==> src/rtl/axis_tx_downsizer_pkg.sv <==
// Shared types and constants for the 32-bit AXI-stream to byte-stream downsizer.
package axis_tx_downsizer_pkg;

    localparam int DATA_W         = 32;
    localparam int BYTE_W         = 8;
    localparam int KEEP_W         = DATA_W / BYTE_W;
    localparam int IDX_W          = $clog2(KEEP_W);
    localparam int LEVEL_W        = 5;
    localparam int FIFO_DEPTH_DEF = 4;

    typedef enum logic [1:0] {
        ST_IDLE  = 2'd0,
        ST_SHIFT = 2'd1,
        ST_FLUSH = 2'd2
    } ser_state_t;

    // One buffered upstream beat; packs to 37 bits.
    typedef struct packed {
        logic              last;
        logic [KEEP_W-1:0] keep;
        logic [DATA_W-1:0] data;
    } beat_t;

    function automatic logic [IDX_W-1:0] lowest_set(input logic [KEEP_W-1:0] k);
        lowest_set = '0;
        for (int i = KEEP_W - 1; i >= 0; i--) begin
            if (k[i]) lowest_set = IDX_W'(i);
        end
    endfunction

endpackage

==> src/rtl/axis_tx_downsizer_if.sv <==
// Upstream beat channel and downstream byte channel of the downsizer.
interface axis_tx_downsizer_if;
    import axis_tx_downsizer_pkg::*;

    // Both channels: a transfer happens on the rising edge where valid and
    // ready are both 1; valid and its payload hold steady until then.
    logic              i_tvalid;
    logic              i_tready;
    logic [DATA_W-1:0] i_tdata;
    logic [KEEP_W-1:0] i_tkeep;
    logic              i_tlast;

    logic              o_tvalid;
    logic              o_tready;
    logic [BYTE_W-1:0] o_tdata;
    logic              o_tlast;

    modport slave (
        input  i_tvalid, i_tdata, i_tkeep, i_tlast, o_tready,
        output i_tready, o_tvalid, o_tdata, o_tlast
    );

    modport master (
        output i_tvalid, i_tdata, i_tkeep, i_tlast, o_tready,
        input  i_tready, o_tvalid, o_tdata, o_tlast
    );

endinterface

==> src/rtl/axis_word_fifo.sv <==
// Beat FIFO with a registered head entry; the head is what the serializer loads from.
module axis_word_fifo
    import axis_tx_downsizer_pkg::*;
#(
    parameter int DEPTH = FIFO_DEPTH_DEF
) (
    input  logic               clk,
    input  logic               rstn,
    input  logic               wr_valid_i,
    input  beat_t              wr_data_i,
    output logic               wr_ready_o,
    output logic               rd_valid_o,
    output beat_t              rd_data_o,
    input  logic               rd_pop_i,
    output logic [LEVEL_W-1:0] level_o
);

    localparam int PTR_W = $clog2(DEPTH);

    beat_t              mem_q [DEPTH];
    logic [PTR_W-1:0]   wr_ptr_q, wr_ptr_d;
    logic [PTR_W-1:0]   rd_ptr_q, rd_ptr_d;
    logic [LEVEL_W-1:0] mem_cnt_q, mem_cnt_d;
    logic [LEVEL_W-1:0] level_q, level_d;
    beat_t              head_q, head_d;
    logic               head_vld_q, head_vld_d;
    logic               rdy_q, rdy_d;
    logic               push, pop, mem_rd;

    assign push   = wr_valid_i & rdy_q;
    assign pop    = rd_pop_i & head_vld_q;
    // Head refills from memory only; a beat written this edge is not visible
    // at the head until the next one.
    assign mem_rd = (~head_vld_q | pop) & (mem_cnt_q != '0);

    always_comb begin
        head_d     = head_q;
        head_vld_d = head_vld_q & ~pop;
        if (mem_rd) begin
            head_d     = mem_q[rd_ptr_q];
            head_vld_d = 1'b1;
        end
        wr_ptr_d  = wr_ptr_q + PTR_W'(push);
        rd_ptr_d  = rd_ptr_q + PTR_W'(mem_rd);
        mem_cnt_d = mem_cnt_q + LEVEL_W'(push) - LEVEL_W'(mem_rd);
        level_d   = level_q + LEVEL_W'(push) - LEVEL_W'(pop);
        // Registered ready keeps i_tready low through reset and for one edge after.
        rdy_d     = (level_d < LEVEL_W'(DEPTH));
    end

    always_ff @(posedge clk or negedge rstn) begin
        if (!rstn) begin
            wr_ptr_q   <= '0;
            rd_ptr_q   <= '0;
            mem_cnt_q  <= '0;
            level_q    <= '0;
            head_q     <= '0;
            head_vld_q <= 1'b0;
            rdy_q      <= 1'b0;
        end else begin
            wr_ptr_q   <= wr_ptr_d;
            rd_ptr_q   <= rd_ptr_d;
            mem_cnt_q  <= mem_cnt_d;
            level_q    <= level_d;
            head_q     <= head_d;
            head_vld_q <= head_vld_d;
            rdy_q      <= rdy_d;
        end
    end

    always_ff @(posedge clk) begin
        if (push) mem_q[wr_ptr_q] <= wr_data_i;
    end

    assign wr_ready_o = rdy_q;
    assign rd_valid_o = head_vld_q;
    assign rd_data_o  = head_q;
    assign level_o    = level_q;

endmodule

==> src/rtl/axis_tx_downsizer.sv <==
// 32-bit AXI-stream to byte-stream downsizer with keep-based byte skipping.
// Define AXIS_TX_FLUSH_EN to pulse o_flush after a null beat carrying tlast.
module axis_tx_downsizer
    import axis_tx_downsizer_pkg::*;
#(
    parameter int FIFO_DEPTH = FIFO_DEPTH_DEF
) (
    input  logic                clk,
    input  logic                rstn,
    axis_tx_downsizer_if.slave  bus,
    output logic                o_flush,
    output logic [LEVEL_W-1:0]  fifo_level,
    output ser_state_t          dbg_state_o
);

    beat_t             in_beat, head;
    logic              head_vld, pop, fifo_rdy;
    ser_state_t        state_q, state_d;
    logic [DATA_W-1:0] word_q, word_d;
    logic [KEEP_W-1:0] keep_q, keep_d;
    logic              last_q, last_d;
    logic [IDX_W-1:0]  idx;
    logic [KEEP_W-1:0] keep_after;
    logic              byte_vld, hs, need_load;

    assign in_beat = {bus.i_tlast, bus.i_tkeep, bus.i_tdata};

    axis_word_fifo #(.DEPTH(FIFO_DEPTH)) u_fifo (
        .clk        (clk),
        .rstn       (rstn),
        .wr_valid_i (bus.i_tvalid),
        .wr_data_i  (in_beat),
        .wr_ready_o (fifo_rdy),
        .rd_valid_o (head_vld),
        .rd_data_o  (head),
        .rd_pop_i   (pop),
        .level_o    (fifo_level)
    );

    assign bus.i_tready = fifo_rdy;

    // keep_q holds the bytes of the loaded word not yet emitted.
    assign idx        = lowest_set(keep_q);
    assign keep_after = keep_q & ~(KEEP_W'(1) << idx);
    assign byte_vld   = (state_q == ST_SHIFT) && (keep_q != '0);
    assign hs         = byte_vld & bus.o_tready;

    assign bus.o_tvalid = byte_vld;
    assign bus.o_tdata  = byte_vld ? word_q[{idx, 3'b000} +: BYTE_W] : '0;
    assign bus.o_tlast  = byte_vld & last_q & (keep_after == '0);

    always_comb begin
        need_load = 1'b0;
        unique case (state_q)
            ST_IDLE:  need_load = 1'b1;
            ST_SHIFT: need_load = (keep_q == '0) || (hs && keep_after == '0);
            default:  need_load = 1'b1;
        endcase
    end

    always_comb begin
        state_d = state_q;
        word_d  = word_q;
        keep_d  = keep_q;
        last_d  = last_q;
        pop     = 1'b0;
        if (hs) keep_d = keep_after;
        // A null beat loads with keep = 0 and is dropped on the following cycle.
        if (need_load) begin
            if (head_vld) begin
                pop     = 1'b1;
                word_d  = head.data;
                keep_d  = head.keep;
                last_d  = head.last;
                state_d = ST_SHIFT;
`ifdef AXIS_TX_FLUSH_EN
                if (head.keep == '0 && head.last) state_d = ST_FLUSH;
`endif
            end else begin
                state_d = ST_IDLE;
                keep_d  = '0;
                last_d  = 1'b0;
            end
        end
    end

    always_ff @(posedge clk or negedge rstn) begin
        if (!rstn) begin
            state_q <= ST_IDLE;
            word_q  <= '0;
            keep_q  <= '0;
            last_q  <= 1'b0;
        end else begin
            state_q <= state_d;
            word_q  <= word_d;
            keep_q  <= keep_d;
            last_q  <= last_d;
        end
    end

`ifdef AXIS_TX_FLUSH_EN
    // FLUSH is entered only after the previous word's final byte handshook.
    assign o_flush = (state_q == ST_FLUSH);
`else
    assign o_flush = 1'b0;
`endif

    assign dbg_state_o = state_q;

endmodule

==> src/flat_wrapper.sv <==
// flat-port wrapper written by rule: the top's interface ports become plain ports
module axis_tx_downsizer_flat import axis_tx_downsizer_pkg::*;
#(
    parameter int FIFO_DEPTH = FIFO_DEPTH_DEF
)
  (clk, rstn, o_flush, fifo_level, dbg_state_o, bus_i_tvalid, bus_i_tdata, bus_i_tkeep, bus_i_tlast, bus_o_tready, bus_i_tready, bus_o_tvalid, bus_o_tdata, bus_o_tlast);
  axis_tx_downsizer_if bus_i ();
  input  logic clk;
  input  logic rstn;
  output logic o_flush;
  output logic [LEVEL_W-1:0] fifo_level;
  output ser_state_t dbg_state_o;
  input wire logic [$bits(bus_i.i_tvalid)-1:0] bus_i_tvalid;
  input wire logic [$bits(bus_i.i_tdata)-1:0] bus_i_tdata;
  input wire logic [$bits(bus_i.i_tkeep)-1:0] bus_i_tkeep;
  input wire logic [$bits(bus_i.i_tlast)-1:0] bus_i_tlast;
  input wire logic [$bits(bus_i.o_tready)-1:0] bus_o_tready;
  output wire logic [$bits(bus_i.i_tready)-1:0] bus_i_tready;
  output wire logic [$bits(bus_i.o_tvalid)-1:0] bus_o_tvalid;
  output wire logic [$bits(bus_i.o_tdata)-1:0] bus_o_tdata;
  output wire logic [$bits(bus_i.o_tlast)-1:0] bus_o_tlast;
  assign bus_i.i_tvalid = bus_i_tvalid;
  assign bus_i.i_tdata = bus_i_tdata;
  assign bus_i.i_tkeep = bus_i_tkeep;
  assign bus_i.i_tlast = bus_i_tlast;
  assign bus_i.o_tready = bus_o_tready;
  assign bus_i_tready = bus_i.i_tready;
  assign bus_o_tvalid = bus_i.o_tvalid;
  assign bus_o_tdata = bus_i.o_tdata;
  assign bus_o_tlast = bus_i.o_tlast;
  axis_tx_downsizer #(.FIFO_DEPTH(FIFO_DEPTH)) u_core (.clk(clk), .rstn(rstn), .bus(bus_i), .o_flush(o_flush), .fifo_level(fifo_level), .dbg_state_o(dbg_state_o));
endmodule
==> config.mk <==
export PLATFORM = sky130hd
export DESIGN_NAME = axis_tx_downsizer_flat
export DESIGN_NICKNAME = d
export VERILOG_FILES = /design/src/rtl/axis_tx_downsizer_pkg.sv /design/src/rtl/axis_tx_downsizer_if.sv /design/src/rtl/axis_word_fifo.sv /design/src/rtl/axis_tx_downsizer.sv /design/src/flat_wrapper.sv
export SDC_FILE = /design/constraint.sdc
export NUM_CORES = 1
export LEC_CHECK = 0
export CORE_AREA = 2 2 156 127
export CTS_CLUSTER_SIZE = 28
export DETAILED_ROUTE_END_ITERATION = 12
export DIE_AREA = 0 0 158 129
export PLACE_DENSITY = 0.72
export SLEW_MARGIN = 5
export SYNTH_ARGS = -nofsm -noshare
export SYNTH_HDL_FRONTEND = slang
export SYNTH_HIERARCHICAL = 1
export SYNTH_SLANG_ARGS = --single-unit
==> constraint.sdc <==
create_clock -name clk -period 4.16 [get_ports clk]
set_input_delay 1.248 -clock clk [delete_from_list [all_inputs] [get_ports clk]]
set_output_delay 1.248 -clock clk [all_outputs]
set_load 0.005 [all_outputs]
# ---- Yosys cells after proc, flatten, opt, wreduce, memory -nomap -nowiden
# Memory sizes are Yosys's and may differ from the RTL's. A register that Yosys moved wholly into a read port is not among the register bits.
# Cells that the tools add are included.
dict set report classes {
  add_sub_neg 6
  n_mul 0
  div_mod_pow 0
  order_cmp 1
  n_eq_ne 1
  shift 2
  muxes 16
  bitwise_logic 12
  reduce_logical 10
}
# op count
set ops {}
lappend ops {{indexed part select 32 x 6 -> 8 bit} 1}
lappend ops {{2-to-1 mux 4 bit} 3}
lappend ops {{adder 5 x 1 -> 5 bit} 2}
lappend ops {{subtractor 5 x 1 -> 5 bit} 2}
lappend ops {{zero test 4 bit} 2}
lappend ops {{2-to-1 mux 1 bit} 8}
lappend ops {{2-to-1 mux 2 bit} 4}
lappend ops {{2-to-1 mux 8 bit} 1}
lappend ops {{AND 1 bit} 7}
lappend ops {{less-than comparator 5 x 3 -> 1 bit, second input constant} 1}
lappend ops {{nonzero test 5 bit} 1}
lappend ops {{adder 2 x 1 -> 2 bit} 2}
lappend ops {{AND 4 bit} 1}
lappend ops {{NOT 4 bit} 1}
lappend ops {{nonzero test 4 bit} 1}
lappend ops {{left shift 1 x 2 -> 4 bit, first input constant} 1}
lappend ops {{== test 2 x 1 -> 1 bit, second input constant} 1}
lappend ops {{logical AND 1 bit} 2}
lappend ops {{NOT 1 bit} 2}
lappend ops {{AND reduction 2 bit} 1}
lappend ops {{nonzero test 2 bit} 1}
lappend ops {{zero test 1 bit} 1}
lappend ops {{logical OR 1 bit} 1}
lappend ops {{OR 1 bit} 1}
dict set report totals {
  register_bits 55
  latch_bits 0
  mem_bits_rw 148
  romBits 0
  in_bits 41
  output_inout_bits 19
  word_cells 59
  mem_count 1
}
# name words width rd rd_ports_with_merged_regs wr line_no
set mem_list {}
lappend mem_list {u_core.u_fifo.mem_q 4 37 1 1 1 axis_word_fifo.sv:20} ;# beat_t mem_q [DEPTH];

# ---- Logic depth before layout (Yosys ltp)
dict set report depth {
  ltp_word 16
  mapped_depth 19
  ltp_nobuf 15
}

# ---- Hierarchy
# The synthesis kept the hierarchy.
# mod instances cells_per_inst area_each_um2 seq_area_each_um2
set modules_own_cells {}
lappend modules_own_cells {axis_word_fifo 1 357 7798.7 5770.5}
lappend modules_own_cells {axis_tx_downsizer 1 166 2025.7 950.9}

# ---- Worst setup path after synthesis
# No wires, ideal clock.
dict set report synth_path {
  path_type {input to register}
  start {input bus_i_tvalid}
  end {memory u_core/u_fifo/mem_q[1][0] in the netlist's numbering (enable)}
  setup_time_ns 0.485
  arrival_time_ns 4.158
  required_ns 3.675
  path_slack_ns -0.483
  stages 2
  n_path_buf 0
  cell_sequence {nand2_1 > nor3b_1}
}
dict set report synth_via {
  elab_chain_cells 3
}
# element line_no
set synth_lines {}
lappend synth_lines {{start, declared} flat_wrapper.sv:13} ;# input wire logic [$bits(bus_i.i_tvalid)-1:0] bus_i_tvalid;
lappend synth_lines {{AND 1 bit} axis_word_fifo.sv:30} ;# assign push = wr_valid_i & rdy_q;
lappend synth_lines {{2-to-1 mux 1 bit} axis_word_fifo.sv:72} ;# if (push) mem_q[wr_ptr_q] <= wr_data_i;
lappend synth_lines {{2-to-1 mux 1 bit (not written as such)} axis_word_fifo.sv:72}
lappend synth_lines {{end, declared} axis_word_fifo.sv:20}
# No other way between the ends.

# ---- Final worst setup path
dict set report layout_path {
  start {register u_core.keep_q[2]}
  end {output bus_o_tdata[0]}
}
dict set report layout_via {
  elab_chain_cells 5
  elab_cells_between_ends 7
  classes_between {1 x shift; 4 x mux; 2 x reduce/logical}
}
# element line_no
set layout_lines {}
lappend layout_lines {{start, declared} axis_tx_downsizer.sv:20} ;# logic [KEEP_W-1:0] keep_q, keep_d;
lappend layout_lines {{start signal, assigned} axis_tx_downsizer.sv:96} ;# keep_q <= keep_d;
lappend layout_lines {{2-to-1 mux 2 bit (3 in series)} axis_tx_downsizer_pkg.sv:27} ;# if (k[i]) lowest_set = IDX_W'(i);
lappend layout_lines {{indexed part select 32 x 6 -> 8 bit} axis_tx_downsizer.sv:49} ;# assign bus.o_tdata = byte_vld ? word_q[{idx, 3'b000} +: BYTE_W] : '0;
lappend layout_lines {{2-to-1 mux 8 bit (*)} axis_tx_downsizer.sv:49}
lappend layout_lines {{end, declared} flat_wrapper.sv:20} ;# output wire logic [$bits(bus_i.o_tdata)-1:0] bus_o_tdata;
# Every way passes the cells marked *; elsewhere a longest branch is shown, timed or not.

==> impl_metrics.env <==
export IMPL_critical_path_required_ns=2.91
export IMPL_ff2ff_path_depth=16
export IMPL_power_static_leakage_nw=4.46
export IMPL_grt_overflow_total=0
export IMPL_cap_viol_max_count=0
export IMPL_hp_class="reg -> reg"
export IMPL_detail_route_wl_per_cell_microns=20.0
export IMPL_clockBufferDepth=3
export IMPL_tns_ns=0
export IMPL_relSlewSlack_pct=38.0
export IMPL_synth_adder_area_share_pct=2.06
export IMPL_vdd_ir_drop_max_mv=0.519
export IMPL_yosysSeqAreaShare_pct=68.4
export IMPL_die_area_sq_um=20400
export IMPL_r2r_end="u_core/u_fifo/wr_ready_o"
export IMPL_rows=45
export IMPL_clkLatencyLatePin_ns=0.51
export IMPL_arrival_ns=2.81
export IMPL_initial_core_util_pct=52.2
export IMPL_htree_levels=1
export IMPL_die_x_microns=158
export IMPL_synthMuxAreaShare_pct=19.0
export IMPL_die_h_microns=129
export IMPL_grt_pass1_vias=5170
export IMPL_synthFlopType="edfxtp_1"
export IMPL_criticalPathCategory="reg -> out"
export IMPL_rsz0062_at_grt="no"
export IMPL_design_area_sq_um=11500
export IMPL_dp_hpwl_mm=11.1
export IMPL_first_pass_iters=4
export IMPL_antenna_found_initial=0
export IMPL_finalHoldViolCount=0
export IMPL_clockRootBuffer="clkbuf_16"
export IMPL_post_route_period_util_pct=97.6
export IMPL_clk_pin_slew_ns=0.06
export IMPL_cp_startpoint="u_core/keep_q[2]"
export IMPL_fin_skew_ns=0.0109
export IMPL_cts_tree="done"
export IMPL_r2r_start="u_core/keep_q[2]"
export IMPL_synth_simple_area_share_pct=2.33
export IMPL_min_path_cells=1
export IMPL_port_buffers=57
export IMPL_track_usage_pct=18.5
export IMPL_worst_pin_slew_ns=0.930
export IMPL_via_count=4811
export IMPL_outcome="finished clean"
export IMPL_syn_area_per_cell_sq_um=18.8
export IMPL_num_io_pins=60
export IMPL_synth_compound_gate_area_share_pct=3.60
export IMPL_period_needed_ns=4.06
export IMPL_ys_types=48
export IMPL_multi_input_area_sq_um=2820
export IMPL_num_fill_cells=1362
export IMPL_ff_latch_area_sq_um=6720
export IMPL_cts_made_buffers=24
export IMPL_fmax_mhz=246
export IMPL_post_cts_buffers=0
export IMPL_dr_first_iter_drc_count=315
export IMPL_place_ws_ns=-0.542
export IMPL_netlist_instances=523
export IMPL_path_max_fanout=11
export IMPL_gp_routability_congestion=0.869
export IMPL_p_total_mw=9.28
export IMPL_critPathCaptureType="primary output"
export IMPL_clock_sinks=239
export IMPL_async_flop_share_pct=38.1
export IMPL_synth_top_family_by_area="multiplexers"
export IMPL_grt_max_degree=40
export IMPL_setup_violations=0
export IMPL_ys_seq_elements=239
export IMPL_postPlaceCellArea_sq_um=10700
export IMPL_areaGrowthSynthToFinish_pct=17.0
export IMPL_final_setup_worst_slack_ns=0.100
export IMPL_final_layout_size_suffix_gt1_share_pct=27.3
export IMPL_routed_wl_mm=17.6
export IMPL_diodes=0
export IMPL_via_per_inst=5.47
export IMPL_synthXorXnorAreaFrac_pct=0.981
export IMPL_nets=660
export IMPL_grt_pass1_wl_mm=28.7
export IMPL_cellPowerDensity_nw_per_um2=808
export IMPL_reg2reg_slack_ns=0.59
export IMPL_min_to="u_core/u_fifo/level_o[0]"
export IMPL_critPathLaunchType="flop"
export IMPL_hp_start="u_core/u_fifo/level_o[0]"
export IMPL_fp_coreArea_sq_um=18800
export IMPL_synth_warnings=6
export IMPL_drv_slew=0
export IMPL_synth_edf_count=148
export IMPL_final_antenna_net_count=0
export IMPL_syn_cell_area_sq_um=9820
export IMPL_drcViolationCount=0
export IMPL_final_core_util_pct=61.1
[layout by cell type, fill, tap and decap left out, types with 2 or more instances in the layout]
cell	n
inv_1	29
a22oi_1	8
buf_4	22
conb_1	2
nor3b_4	2
nor2_1	8
o21ai_0	10
mux2_2	12
nor3_1	2
bufinv_16	2
nor2b_1	2
nand2b_1	2
clkbuf_1	5
mux2i_1	2
edfxtp_1	148
clkbuf_16	24
nor4b_2	2
clkbuf_8	2
fa_1	2
a22o_1	8
mux4_1	7
mux2_4	57
a21oi_1	13
clkinv_1	4
mux4_2	30
xnor2_1	5
nand3_1	2
ha_1	13
clkinv_2	6
xor2_1	6
nand2_1	15
dfrtp_1	90
clkdlybuf4s50_1	55
[where the power goes]
group / internal [mW] / leakage (nW) / switching (mW)
Sequential: 3.08 / 2.40 / 0.470
Combinational: 2.14 / 1.68 / 1.51
Clock: 1.22 / 0.381 / 0.860
Total: 6.44 / 4.46 / 2.84
[repair_timing]
| action | in CTS | in global routing |
|---|---|---|
| gates resized for setup | 1 | 4 |
| endpoints found under the setup margin | 1 | 5 |
| pin swaps | 0 | 0 |
| cloned | 0 | 0 |
| hold buffers | 0 | 0 |
[how the worst max path moves through the flow]
stage,endpoint,slack (ns),depth (start not counted)
floorplan,u_core/u_fifo/mem_cnt_q[4],0.01,18
global placement,u_core/u_fifo/wr_ready_o,-0.17,16
detailed placement,u_core/u_fifo/wr_ready_o,-0.54,16
CTS,u_core/u_fifo/wr_ready_o,0.07,16
global route,bus_o_tdata[0],0.008,6
finish,bus_o_tdata[0],0.10,6
[sequential cells by signal (all words and copies together) (netlist names)]
| signal | cells |
|---|---|
| u_core/u_fifo/mem_q | 148 |
| u_core/last_q | 1 |
| u_core/u_fifo/mem_cnt_q | 5 |
| u_core/u_fifo/wr_ptr_q | 2 |
| u_core/word_q | 32 |
| u_core/u_fifo/rd_ptr_q | 2 |
| u_core/u_fifo/level_o | 5 |
| u_core/u_fifo/rd_valid_o | 1 |
| u_core/u_fifo/rd_data_o | 37 |
| u_core/dbg_state_o | 1 |
| u_core/u_fifo/wr_ready_o | 1 |
| u_core/keep_q | 4 |
[final cells by class]
| type | instances | area share, % |
|---|---|---|
| clock buffers | 31 | 5.63 |
| clock inverters | 13 | 1.06 |
| inverters | 29 | 0.947 |
| multi-input cells | 231 | 24.6 |
| flip-flops and latches | 239 | 58.5 |
| well taps | 258 | 2.81 |
| repair buffers | 79 | 6.51 |
[cells by family (layout without fill, tap and decap cells)]
logic type | after synthesis | in the layout
XOR/XNOR | 11 | 11
multiplexers | 108 | 108
adder cells (fa/ha/maj) | 15 | 15
AND/OR/NAND/NOR | 44 | 44
other | 1 | 2
AO/OA/AOI/OAI | 51 | 51
buffers and inverters | 54 | 152
flip-flops | 239 | 239
[metal layers]
metal | track usage (%) | wire [microns] | vias up
met5 | 0 | 0 | -
met4 | 3.55 | 297 | 0
met3 | 3.44 | 917 | 27
met2 | 30.4 | 8610 | 113
met1 | 26.5 | 7800 | 2512
li1 | - | - | 2159
[critical path, cell delays in order (launching register included)]
cell and delay [ns]:
dfrtp_1 0.52, buf_4 0.25, nor3_1 0.26, or2_2 0.28, a22oi_1 0.12, a21oi_1 0.31, clkdlybuf4s50_1 0.57
[cells in the mapped netlist, types with 2 or more instances]
cell | n | area [sq um]
nor3_1 | 3 | 15.0
buf_2 | 5 | 25.0
xor2_1 | 6 | 52.6
and3_1 | 2 | 12.5
nand2b_1 | 2 | 12.5
nor2_1 | 8 | 30.0
dfrtp_1 | 91 | 2280
a22oi_1 | 8 | 60.1
mux2i_1 | 2 | 20.0
mux4_2 | 30 | 676
nand3_1 | 2 | 10.0
nor4b_1 | 2 | 17.5
inv_1 | 29 | 109
nand2_1 | 15 | 56.3
mux4_1 | 7 | 184
nor2b_1 | 3 | 18.8
o21ai_0 | 10 | 50.1
nor3b_1 | 2 | 15.0
a21oi_1 | 14 | 70.1
buf_4 | 6 | 45.0
a22o_1 | 8 | 70.1
mux2_2 | 12 | 135
clkbuf_1 | 5 | 18.8
fa_1 | 2 | 40.0
mux2_4 | 57 | 856
ha_1 | 13 | 163
xnor2_1 | 5 | 43.8
buf_12 | 5 | 100
edfxtp_1 | 148 | 4440
buf_6 | 3 | 33.8
[stage by stage]
step | hold slack (ns) | cells
after floorplan | 0.474 | 524
after global placement | 0.491 | 836
after detailed placement | 0.492 | 836
after CTS | 0.508 | 880
after global routing | 0.517 | 880
final | 0.500 | 880
Power figures use the tool's default switching activity.
